<file path="src/rtl/bcd_conv_if.sv">
// Bus between the requesters and the shared binary-to-BCD converter.
//
// Signals:
//   req       requester -> converter  per-requester level request
//   bin_in    requester -> converter  flattened 8-bit values, slot i at [8i+7:8i]
//   grant     converter -> requester  one-hot grant, high for the whole service window
//   busy      converter -> requester  converter is not idle
//   out_valid converter -> display    one-cycle result strobe
//   out_id    converter -> display    requester index of the presented result
//   hundreds  converter -> display    BCD hundreds digit (0..2)
//   tens      converter -> display    BCD tens digit
//   ones      converter -> display    BCD ones digit
//
// Modports: master = requester/display side, slave = converter side.
interface bcd_conv_if #(
    parameter int NREQ = 4
) ();
    logic [NREQ-1:0]   req;
    logic [8*NREQ-1:0] bin_in;
    logic [NREQ-1:0]   grant;
    logic              busy;
    logic              out_valid;
    logic [1:0]        out_id;
    logic [3:0]        hundreds;
    logic [3:0]        tens;
    logic [3:0]        ones;

    modport master (
        output req, bin_in,
        input  grant, busy, out_valid, out_id, hundreds, tens, ones
    );

    modport slave (
        input  req, bin_in,
        output grant, busy, out_valid, out_id, hundreds, tens, ones
    );
endinterface

</file>
<file path="src/rtl/bcd_conv_arbiter.sv">
// Shared iterative (double-dabble) 8-bit binary-to-BCD converter with a
// round-robin arbiter in front of it. One requester is served at a time; a
// conversion takes 8 shift clocks plus one result cycle, and the arbiter
// re-arms one clock later, so the engine sustains one result per 10 clocks.
//
// Ports:
//   clk     system clock, all state updates on the rising edge
//   resetn  asynchronous active-low reset; aborts any conversion in flight
//   bus     bcd_conv_if.slave: req/bin_in in, grant/busy/out_valid/out_id
//           and the three BCD digits out
module bcd_conv_arbiter #(
    parameter int NREQ = 4
) (
    input  logic          clk,
    input  logic          resetn,
    bcd_conv_if.slave     bus
);

    localparam logic [1:0] IDLE  = 2'd0;
    localparam logic [1:0] SHIFT = 2'd1;
    localparam logic [1:0] DONE  = 2'd2;

    localparam logic [NREQ-1:0] ONE_HOT_0 = {{(NREQ-1){1'b0}}, 1'b1};

    logic [1:0]      state;
    logic [NREQ-1:0] grant_r;
    logic [1:0]      ptr;
    logic [1:0]      id;
    logic [2:0]      cnt;
    logic [7:0]      val;
    logic [3:0]      dig_h;
    logic [3:0]      dig_t;
    logic [3:0]      dig_o;

    logic [3:0]      hund_r;
    logic [3:0]      tens_r;
    logic [3:0]      ones_r;
    logic [1:0]      out_id_r;
    logic            out_valid_r;

    logic            sel_found;
    logic [1:0]      sel_idx;
    logic [2:0]      cand;
    logic [19:0]     adj;
    logic [19:0]     shifted;

    // Double-dabble correction: a digit of 5 or more becomes >= 8 after the
    // add, so the following shift carries it into the next decade.
    function automatic logic [3:0] add3(input logic [3:0] d);
        return (d >= 4'd5) ? d + 4'd3 : d;
    endfunction

    // Round-robin pick: first asserted req scanning upward from ptr, wrapping.
    always_comb begin
        sel_found = 1'b0;
        sel_idx   = 2'd0;
        cand      = 3'd0;
        for (int k = 0; k < NREQ; k++) begin
            cand = {1'b0, ptr} + 3'(k);
            if (cand >= 3'(NREQ)) begin
                cand = cand - 3'(NREQ);
            end
            if (!sel_found && bus.req[cand[1:0]]) begin
                sel_found = 1'b1;
                sel_idx   = cand[1:0];
            end
        end
    end

    // One iteration: correct every digit, then shift the whole
    // {hundreds, tens, ones, value} word left, pulling the value in MSB first.
    always_comb begin
        adj     = {add3(dig_h), add3(dig_t), add3(dig_o), val};
        shifted = adj << 1;
    end

    always_ff @(posedge clk or negedge resetn) begin
        if (!resetn) begin
            state       <= IDLE;
            grant_r     <= '0;
            ptr         <= 2'd0;
            id          <= 2'd0;
            cnt         <= 3'd0;
            val         <= 8'd0;
            dig_h       <= 4'd0;
            dig_t       <= 4'd0;
            dig_o       <= 4'd0;
            hund_r      <= 4'd0;
            tens_r      <= 4'd0;
            ones_r      <= 4'd0;
            out_id_r    <= 2'd0;
            out_valid_r <= 1'b0;
        end else begin
            case (state)
                IDLE: begin
                    if (sel_found) begin
                        grant_r <= ONE_HOT_0 << sel_idx;
                        val     <= bus.bin_in[{sel_idx, 3'b000} +: 8];
                        id      <= sel_idx;
                        dig_h   <= 4'd0;
                        dig_t   <= 4'd0;
                        dig_o   <= 4'd0;
                        cnt     <= 3'd0;
                        state   <= SHIFT;
                    end
                end
                SHIFT: begin
                    {dig_h, dig_t, dig_o, val} <= shifted;
                    cnt <= cnt + 3'd1;
                    // Eighth iteration: publish the finished digits directly
                    // from the shift result so they are valid in DONE.
                    if (cnt == 3'd7) begin
                        state       <= DONE;
                        hund_r      <= shifted[19:16];
                        tens_r      <= shifted[15:12];
                        ones_r      <= shifted[11:8];
                        out_id_r    <= id;
                        out_valid_r <= 1'b1;
                    end
                end
                DONE: begin
                    state       <= IDLE;
                    grant_r     <= '0;
                    out_valid_r <= 1'b0;
                    ptr         <= (id == 2'(NREQ - 1)) ? 2'd0 : id + 2'd1;
                end
                default: begin
                    state <= IDLE;
                end
            endcase
        end
    end

    assign bus.grant     = grant_r;
    assign bus.busy      = (state != IDLE);
    assign bus.out_valid = out_valid_r;
    assign bus.out_id    = out_id_r;
    assign bus.hundreds  = hund_r;
    assign bus.tens      = tens_r;
    assign bus.ones      = ones_r;

endmodule

</file>
<file path="src/flat_wrapper.sv">
// flat-port wrapper written by rule: the top's interface ports become plain ports
module bcd_conv_arbiter_flat 
#(
    parameter int NREQ = 4
)
  (clk, resetn, bus_req, bus_bin_in, bus_grant, bus_busy, bus_out_valid, bus_out_id, bus_hundreds, bus_tens, bus_ones);
  bcd_conv_if #(.NREQ(NREQ)) bus_i ();
  input  logic clk;
  input  logic resetn;
  input wire logic [$bits(bus_i.req)-1:0] bus_req;
  input wire logic [$bits(bus_i.bin_in)-1:0] bus_bin_in;
  output wire logic [$bits(bus_i.grant)-1:0] bus_grant;
  output wire logic [$bits(bus_i.busy)-1:0] bus_busy;
  output wire logic [$bits(bus_i.out_valid)-1:0] bus_out_valid;
  output wire logic [$bits(bus_i.out_id)-1:0] bus_out_id;
  output wire logic [$bits(bus_i.hundreds)-1:0] bus_hundreds;
  output wire logic [$bits(bus_i.tens)-1:0] bus_tens;
  output wire logic [$bits(bus_i.ones)-1:0] bus_ones;
  assign bus_i.req = bus_req;
  assign bus_i.bin_in = bus_bin_in;
  assign bus_grant = bus_i.grant;
  assign bus_busy = bus_i.busy;
  assign bus_out_valid = bus_i.out_valid;
  assign bus_out_id = bus_i.out_id;
  assign bus_hundreds = bus_i.hundreds;
  assign bus_tens = bus_i.tens;
  assign bus_ones = bus_i.ones;
  bcd_conv_arbiter #(.NREQ(NREQ)) u_core (.clk(clk), .resetn(resetn), .bus(bus_i));
endmodule
</file>
<file path="config.mk">
export PLATFORM = sky130hd
export DESIGN_NAME = bcd_conv_arbiter_flat
export DESIGN_NICKNAME = d
export VERILOG_FILES = /design/src/rtl/bcd_conv_if.sv /design/src/rtl/bcd_conv_arbiter.sv /design/src/flat_wrapper.sv
export SDC_FILE = /design/constraint.sdc
export NUM_CORES = 1
export LEC_CHECK = 0
export ABC_AREA = 1
export CORE_MARGIN = 2
export CORE_UTILIZATION = 52
export CTS_CLUSTER_DIAMETER = 100
export DETAILED_ROUTE_END_ITERATION = 7
export HOLD_SLACK_MARGIN = 0.12
export MAX_ROUTING_LAYER = met4
export PLACE_DENSITY = 0.8
export SLEW_MARGIN = 20
export SYNTH_ARGS = -nofsm -noshare
export SYNTH_HDL_FRONTEND = slang
export SYNTH_SLANG_ARGS = --single-unit
</file>
<file path="constraint.sdc">
create_clock -name clk -period 2.25 [get_ports clk]
set_input_delay 0.3375 -clock clk [delete_from_list [all_inputs] [get_ports clk]]
set_output_delay 0.3375 -clock clk [all_outputs]
set_load 0.005 [all_outputs]
</file>
==> flow_summary.json <==
{
  "outcome": "finished, final reports clean",
  "ctsHoldBuffers": 0,
  "yosysWarnings": 0,
  "max_freq_ghz": 0.501,
  "pwr-share-clk": 0.119,
  "drt_iter0_drc": 169,
  "worst_setup_path_end_kind": "register",
  "synth-adder-area-share": 0.0383,
  "arrival_ns": 2.18,
  "grt_pass1_vias": 2609,
  "ioPinCount": 58,
  "rows": 27,
  "die_w_um": 79.2,
  "routed_wirelength_um": 6310,
  "syn_area_um2": 2940,
  "drc": 0,
  "critPathMaxFanout": 10,
  "p_seq_frac": 0.293,
  "p_per_area_nw_per_um2": 1380,
  "final_common_cell": "nand2_1",
  "p_leak_nw": 1.89,
  "cp_slowest_cell": "dfrtp_2",
  "max-cap-violations": 0,
  "synth-seq-area-share": 0.408,
  "coreArea_um2": 5470,
  "synth.area.mux_share": 0,
  "path_cells": "inv_2, nand2_1, nand2_2, nand2_2, nand2_2, nor2_4, nand2_1, nand3_1, nand2_1, clkinvlp_4, nand3_1, nand2_1, nand2_1, nand2_1",
  "tightest_slew_ns": 0.803,
  "nets": 489,
  "syn_to_final_growth_pct": 24.6,
  "port_buffers": 57,
  "reg2reg_depth": 14,
  "rsz0062_at_grt": "false",
  "yosysUniqueCellTypes": 27,
  "hold_path.class": "in2async",
  "syn-num-nets": 429,
  "fin_crit_ns": 2.00,
  "avgViaCountPerCell": 5.11,
  "internal-power_w": 0.00282,
  "layout-drive-gt1-share": 0.126,
  "post_cts_resized": 0,
  "grt_max_degree": 38,
  "syn_inst": 382,
  "num-fill-cells": 473,
  "die_h_um": 79.2,
  "ant_nets": 0,
  "synth_area_per_cell_um2": 7.70,
  "report.final.slew_viol_count": 0,
  "ir_drop_mv": 0.660,
  "gp_congestion": 0.872,
  "hold_viol_final": 0,
  "avgRoutedWirePerCell_um": 12.2,
  "numCtsBuffers": 5,
  "setup_violations": 0,
  "htreeDepth": 2,
  "die-area_um2": 6280,
  "min_period_over_period": 0.887,
  "dr.pass1.iters": 4,
  "synth-xor-area-share": 0.0149,
  "synth_top_cells_by_area": "dfrtp_1, nand2_1, inv_1, nand3_1, o21ai_0",
  "synth_top_family_by_area": "simple AND/OR/NAND/NOR gates",
  "switchingPower_w": 0.00224,
  "grt_pass1_wl_um": 10900,
  "crit_type": "reg2reg",
  "grt_antenna_before_repair": 0,
  "cts_tree": "done",
  "cts_num_sinks": 48,
  "diodes": 0,
  "startpoint_type": "register",
  "cpPeakStageDelay_ns": 0.47,
  "relSlewSlack": 0.465,
  "yosysTopAreaCellShare": 0.408,
  "worstPathRequired_ns": 2.44,
  "timing.final.ws_setup_ns": 0.254,
  "start_util": 0.538,
  "yosysTopAreaCell": "dfrtp_1",
  "clockRootBuffer": "clkbuf_8",
  "path_clk_slew_ns": 0.09,
  "hpwlAfterDp_um": 4860,
  "cts_setup_buffers": 0,
  "clock_latency_ns": 0.29,
  "ctsLongestPathBuffers": 2,
  "switching_share": 0.443,
  "synth_compound_area_frac": 0.100,
  "layout_common_cells": "nand2_1, inv_1, clkdlybuf4s50_1",
  "grt-ovfl-total": 0,
  "synth-simple-area-share": 0.299,
  "grt_use_total": 0.219,
  "dp_slack_ns": 0.0148,
  "synth_seq_cells": 48,
  "vias": 2630,
  "clock_skew_ns": 0.00927,
  "path_common_cell": "nand2_1",
  "tns_ns": 0,
  "power_frac_comb": 0.588
}
==> per-layer routing <==
layer / GRT usage / wire [um] / up-vias
met5: - / 0 / -
met3: 0.0295 / 167 / 6
li1: - / - / 1336
met1: 0.262 / 2850 / 1238
met2: 0.395 / 3260 / 50
met4: 0.0500 / 38 / 0
==> kinds of logic after synthesis <==
family	after synthesis
buf+inv	90
simple gates	176
fa+ha+maj	9
compound gates	54
flops	48
xor+xnor	5
==> critical path, delay by kind of cell, from the launching register on <==
kind / cells / cell delay [ns]
buffers and inverters: 2 / 0.40
DFF: 1 / 0.47
and+or+nand+nor: 12 / 1.01
==> final timing paths <==
path / slack (ns) / to / startpoint
worst min-delay path: 0.13 / u_core.bus.hundreds[2] / resetn
worst max-delay path: 0.25 / u_core.val[7] / u_core.ptr[0]
max in group asynchronous: 1.49 / u_core.id[1] / resetn
worst max register to register: 0.25 / u_core.val[7] / u_core.ptr[0]
worst min register to register: 0.48 / u_core.cnt[2] / u_core.cnt[2]
min in group clk: 0.48 / u_core.cnt[2] / u_core.cnt[2]
==> power by group through the flow <==
stage	Combinational, W	Sequential, W	Clock, W
final	0.00298	0.00148	0.000601
after global routing	0.00337	0.00153	0.000664
after CTS	0.00299	0.00148	0.000617
after detailed placement	0.00297	0.00149	0
after global placement	0.00287	0.00148	0
after floorplan	0.00222	0.00146	0
==> registers in the layout, indices dropped and copies added (netlist names) <==
register / cells
u_core.dig_o: 4
u_core.bus.grant: 4
u_core.dig_h: 4
u_core.bus.out_valid: 1
u_core.ptr: 2
u_core.dig_t: 4
u_core.bus.hundreds: 4
u_core.bus.ones: 4
u_core.bus.tens: 4
u_core.bus.out_id: 2
u_core.val: 8
u_core.state: 2
u_core.id: 2
u_core.cnt: 3
==> synth_stat cells, drive strengths merged <==
master,n
a21oi,2
buf,6
clkbuf,8
clkinv,1
dfrtp,48
ha,9
inv,75
nand2,116
nand3,36
nand4,17
nor2,5
o21ai,33
o22ai,18
o31ai,1
or2,2
xor2,5
==> stage by stage <==
step           power [W]  std cells  hold slack [ns]   util  instance area [um^2]
2_1_floorplan    0.00368        382           0.0419      -                  2940
3_3_place_gp     0.00435        507            0.459  0.649                  3550
3_5_place_dp     0.00447        507            0.466  0.649                  3550
4_1_cts          0.00509        515            0.162  0.669                  3660
5_1_grt          0.00556        515            0.175  0.670                  3670
6_report         0.00506        515            0.126  0.670                  3670
==> layout make-up <==
cell class,instances,area (um^2),area share
clock buffers,5,68.8,0.0188
flip-flops and latches,48,1200,0.328
repair buffers,67,641,0.175
inverters,76,289,0.0788
well taps,72,90.1,0.0246
multi-input cells,244,1330,0.363
clock inverters,3,42.5,0.0116
Note: power is estimated with default switching activity, not from simulation.
